**src/rtl/store_drain_buffer.sv**
```systemverilog
// ============================================================================
// Module   : store_drain_buffer
// Purpose  : Accepts one core store per clock into a FIFO and drains the
//            entries in order to a slower downstream bus over req/ack.
//            Optional macro STORE_COALESCE_EN merges repeat stores into the tail.
// Revision : 1.0 - initial release
// ============================================================================
`default_nettype none

module store_drain_buffer #(
  parameter int          DEPTH     = 8,
  parameter logic [31:0] ADDR_BASE = 32'h0000_0000,
  parameter logic [31:0] ADDR_MASK = 32'h0000_0000
) (
  input  logic                     clk,
  input  logic                     rst,
  input  logic [31:0]              mem_addr,
  input  logic [31:0]              mem_data,
  input  logic                     mem_we,
  output logic                     bus_req,
  output logic [31:0]              bus_addr,
  output logic [31:0]              bus_data,
  input  logic                     bus_ack,
  output logic [$clog2(DEPTH):0]   count,
  output logic                     full,
  output logic                     overflow
);

  localparam int             PW         = $clog2(DEPTH);
  localparam int             CW         = PW + 1;
  localparam logic [CW-1:0]  FULL_COUNT = CW'(DEPTH);

  logic [31:0]   addr_mem [DEPTH];
  logic [31:0]   data_mem [DEPTH];
  logic [PW-1:0] wr_ptr;
  logic [PW-1:0] rd_ptr;
  logic [CW-1:0] count_r;
  logic          overflow_r;

  logic hit;
  logic pop;
  logic push;
  logic drop;
  logic coalesce;

  assign hit = mem_we && ((mem_addr & ADDR_MASK) == ADDR_BASE);
  assign pop = bus_req && bus_ack;

`ifdef STORE_COALESCE_EN
  logic [PW-1:0] tail_ptr;
  assign tail_ptr = wr_ptr - PW'(1);
  // With a single entry the tail is the head being presented, so it must not change.
  assign coalesce = hit && (count_r >= CW'(2)) && (addr_mem[tail_ptr] == mem_addr);
`else
  assign coalesce = 1'b0;
`endif

  assign push = hit && !coalesce && (!full || pop);
  assign drop = hit && !coalesce && full && !pop;

  // Storage carries no reset; validity is tracked by count and the pointers.
  always_ff @(posedge clk) begin
    if (push) begin
      addr_mem[wr_ptr] <= mem_addr;
      data_mem[wr_ptr] <= mem_data;
    end
`ifdef STORE_COALESCE_EN
    else if (coalesce) begin
      data_mem[tail_ptr] <= mem_data;
    end
`endif
  end

  always_ff @(posedge clk or posedge rst) begin
    if (rst) begin
      wr_ptr     <= '0;
      rd_ptr     <= '0;
      count_r    <= '0;
      overflow_r <= 1'b0;
    end else begin
      if (push) wr_ptr <= wr_ptr + PW'(1);
      if (pop)  rd_ptr <= rd_ptr + PW'(1);
      case ({push, pop})
        2'b10:   count_r <= count_r + CW'(1);
        2'b01:   count_r <= count_r - CW'(1);
        default: count_r <= count_r;
      endcase
      if (drop) overflow_r <= 1'b1;
    end
  end

  assign bus_req  = (count_r != '0);
  assign bus_addr = addr_mem[rd_ptr];
  assign bus_data = data_mem[rd_ptr];
  assign count    = count_r;
  assign full     = (count_r == FULL_COUNT);
  assign overflow = overflow_r;

endmodule

`default_nettype wire
```
**config.mk**
```make
export PLATFORM = sky130hd
export DESIGN_NAME = store_drain_buffer
export DESIGN_NICKNAME = d
export VERILOG_FILES = /design/src/rtl/store_drain_buffer.sv
export SDC_FILE = /design/constraint.sdc
export NUM_CORES = 1
export LEC_CHECK = 0
export CORE_ASPECT_RATIO = 1.75
export CORE_MARGIN = 2
export CORE_UTILIZATION = 53
export CTS_CLUSTER_DIAMETER = 50
export DETAILED_ROUTE_END_ITERATION = 7
export HOLD_SLACK_MARGIN = 0.1
export PLACE_DENSITY = 0.85
export SLEW_MARGIN = 20
export SYNTH_ARGS = -nofsm -noshare
export SYNTH_HDL_FRONTEND = slang
export SYNTH_SLANG_ARGS = --single-unit
```
**constraint.sdc**
```tcl
create_clock -name clk -period 6 [get_ports clk]
set_clock_uncertainty 0.2 [all_clocks]
set_input_delay 1.2 -clock clk [delete_from_list [all_inputs] [get_ports clk]]
set_output_delay 1.2 -clock clk [all_outputs]
set_load 0.1 [all_outputs]
```
==> run metrics <==
Mapped Area 0.0198 sq mm; post-synthesis mux area share 18.3%; simple-gate share of the synthesized area 0.962%; crit start category register; Core ar. 0.0368 sq mm; largest net degree at the start of global routing 65; Arrival @ worst endpoint 3.57 ns; worst skew pair latency 0.55 ns; wirelength, routed 37.7 mm; Post-Synth XOR/XNOR Area 0.266%; outcome completed; # IOs 139; first-pass GRT wire length 57.0 mm; ys async rst share 2.10%; fillcell total 2402; detailed placement HPWL 20.6 mm; WHS 0.270 ns; Yosys Warn Count 0; R2R depth 5; antenna violations before repair 6; Yosys reg bits 523; overall die area 0.0389 sq mm; CTS buffer count 43; Crit path max-delay family buffers and inverters; remaining global-route overflow 0; vias in the first global route 9520; Final Worst Setup Slack 1.03 ns; Post-synth EDFFs 512; Via Count 8845; CP max stage delay 1.02 ns; main combinational cell family by area after synthesis multiplexers; IO Port Bufs 138; # resized after CTS 0; cell area after layout 0.0233 sq mm; Crit path depth 4; Hold Path Stages 1; Syn Inst Count 808; leading area contributor after synthesis edfxtp_1; DRC violations left 0; initial drt markers 648; fin crit period 4.97 ns; Reg clk slew, reported paths 0.07 ns; Worst Setup End Kind output pin; Hold Path Class reg2reg; Total GRT Usage 19.9%; buffer and inverter count on the worst path 2; DR WL/cell 25.4 um; Area Growth Syn to Fin 17.9%; Synth Area in Adders 0.190%; crit share post-route 82.8%; placer congestion estimate 0.715; die height 260 um; postcts setup bufs 0; share of cells above drive strength 1 28.5%; Synth Area in Compound Gates 0.323%; final slew viol count 0; Initial Util 53.8%; DRT antenna net count 0; H-tree Lvls 2; Worst Tran Pin Value 1.08 ns; Worst slew margin 27.5%; Final Hold Vio Count 0; via/cell ratio 5.97; Root Buffer clkbuf_16; syn nets 879; syn avg cell area 24.5 sq um; Horiz. Die Dim 150 um; RSZ-0062 raised after global routing no; Max Buffers Root-to-Sink 3; register area share after synthesis 79.1%; Main synth FF type edfxtp_1; DP Area 0.0219 sq mm; critical path class reg2out; pre-CTS WS 1.61 ns; Synth top area share 77.7%; CP cell instances buf_4 > mux4_2 > mux2_2 > clkdlybuf4s50_1; Pre-antenna DRT Iters 5; cell with the most instances after synthesis edfxtp_1; list of most frequent post-synthesis cells 512 x edfxtp_1, 128 x mux4_2, 65 x mux2_2, 16 x buf_2, 15 x clkbuf_1; CTS tree done; library cells used by synthesis 30; Max-Cap Viols 0; WP data required 4.60 ns; Peak Freq 0.201 GHz; clock sink count 523; final setup vio count 0; Rows 93; Setup TNS 0 ns; Max stage delay cell, worst path clkdlybuf4s50_1; crit-path max FO 41; ranking of synthesized cells by area edfxtp_1 78%, mux4_2 15%, mux2_2 3.7%, dfrtp_1 1.4%, buf_2 0.40%; Post-CTS Hold Buffers 0; nets 1043
[worst register-to-register path, stage by stage (launching register included)]
cell and delay (ns):
dfrtp_1 0.51, or3_2 0.24, o21a_1 0.21, nand2b_1 0.29, nor3_4 0.61, buf_12 0.43
[layer usage]
| layer | vias up | share of wire, % | global-route usage (%) |
|---|---|---|---|
| met5 | - | 0.061 | 0 |
| met4 | 4 | 3.3 | 7.60 |
| met3 | 74 | 5.1 | 3.36 |
| met2 | 277 | 55 | 35.6 |
| met1 | 4720 | 37 | 24.0 |
| li1 | 3770 | - | - |
[placed cells by master, fill, tap and decap left out, types with 3 or more instances in the layout]
cell	n
xnor2_1	4
bufinv_16	4
clkbuf_8	3
ha_1	3
diode_2	4
nand2b_1	5
clkdlybuf4s50_1	138
edfxtp_1	512
dfrtp_1	8
clkinv_1	7
nand2_1	10
clkbuf_1	9
buf_4	8
nor2_4	6
dfrtp_4	3
mux4_2	128
buf_12	9
mux2_2	65
clkbuf_16	45
nand3_1	3
clkinv_2	6
[logic make-up after synthesis]
kind of cell	count (synthesis)
flip-flops	523
multiplexers	193
buffers and inverters	38
AND/OR/NAND/NOR	36
AO/OA/AOI/OAI	9
XOR/XNOR	6
adder cells (fa/ha/maj)	3
[final cells by class]
class / instances / area, sq um / share of cell area (%)
repair buffers: 155 / 1620 / 6.95
inverters: 2 / 7.51 / 0.0322
flip-flops and latches: 523 / 15700 / 67.2
diodes: 4 / 10.0 / 0.0429
clock inverters: 19 / 194 / 0.832
well taps: 475 / 594 / 2.55
clock buffers: 57 / 1200 / 5.15
multi-input cells: 247 / 4030 / 17.3
[registers in the layout, indices dropped and copies added (netlist names)]
register  count
addr_mem    256
wr_ptr        3
count         4
rd_ptr        3
overflow      1
data_mem    256
[worst paths after layout]
| path | slack (ns) | from | endpoint |
|---|---|---|---|
| min reg2reg | 0.27 | overflow$_DFFE_PP0P_ | overflow$_DFFE_PP0P_ |
| max | 1.03 | rd_ptr[1]$_DFFE_PP0N_ | bus_data[5] |
| max reg2reg | 3.12 | count[0]$_DFFE_PP0P_ | data_mem[0][8]$_DFFE_PP_ |
| min | 0.27 | overflow$_DFFE_PP0P_ | overflow$_DFFE_PP0P_ |
| min in group asynchronous | 0.77 | rst | overflow$_DFFE_PP0P_ |
| max in group asynchronous | 4.46 | rst | rd_ptr[2]$_DFFE_PP0N_ |
[per-stage QoR]
step	std cells	utilization [%]
2_1_floorplan	808	-
3_3_place_gp	1402	59.6
3_5_place_dp	1402	59.6
4_1_cts	1478	63.4
5_1_grt	1482	63.4
6_report	1482	63.4
Power is not shown: default switching activity piles up to over one toggle a cycle in this logic, so the estimate is an artifact.
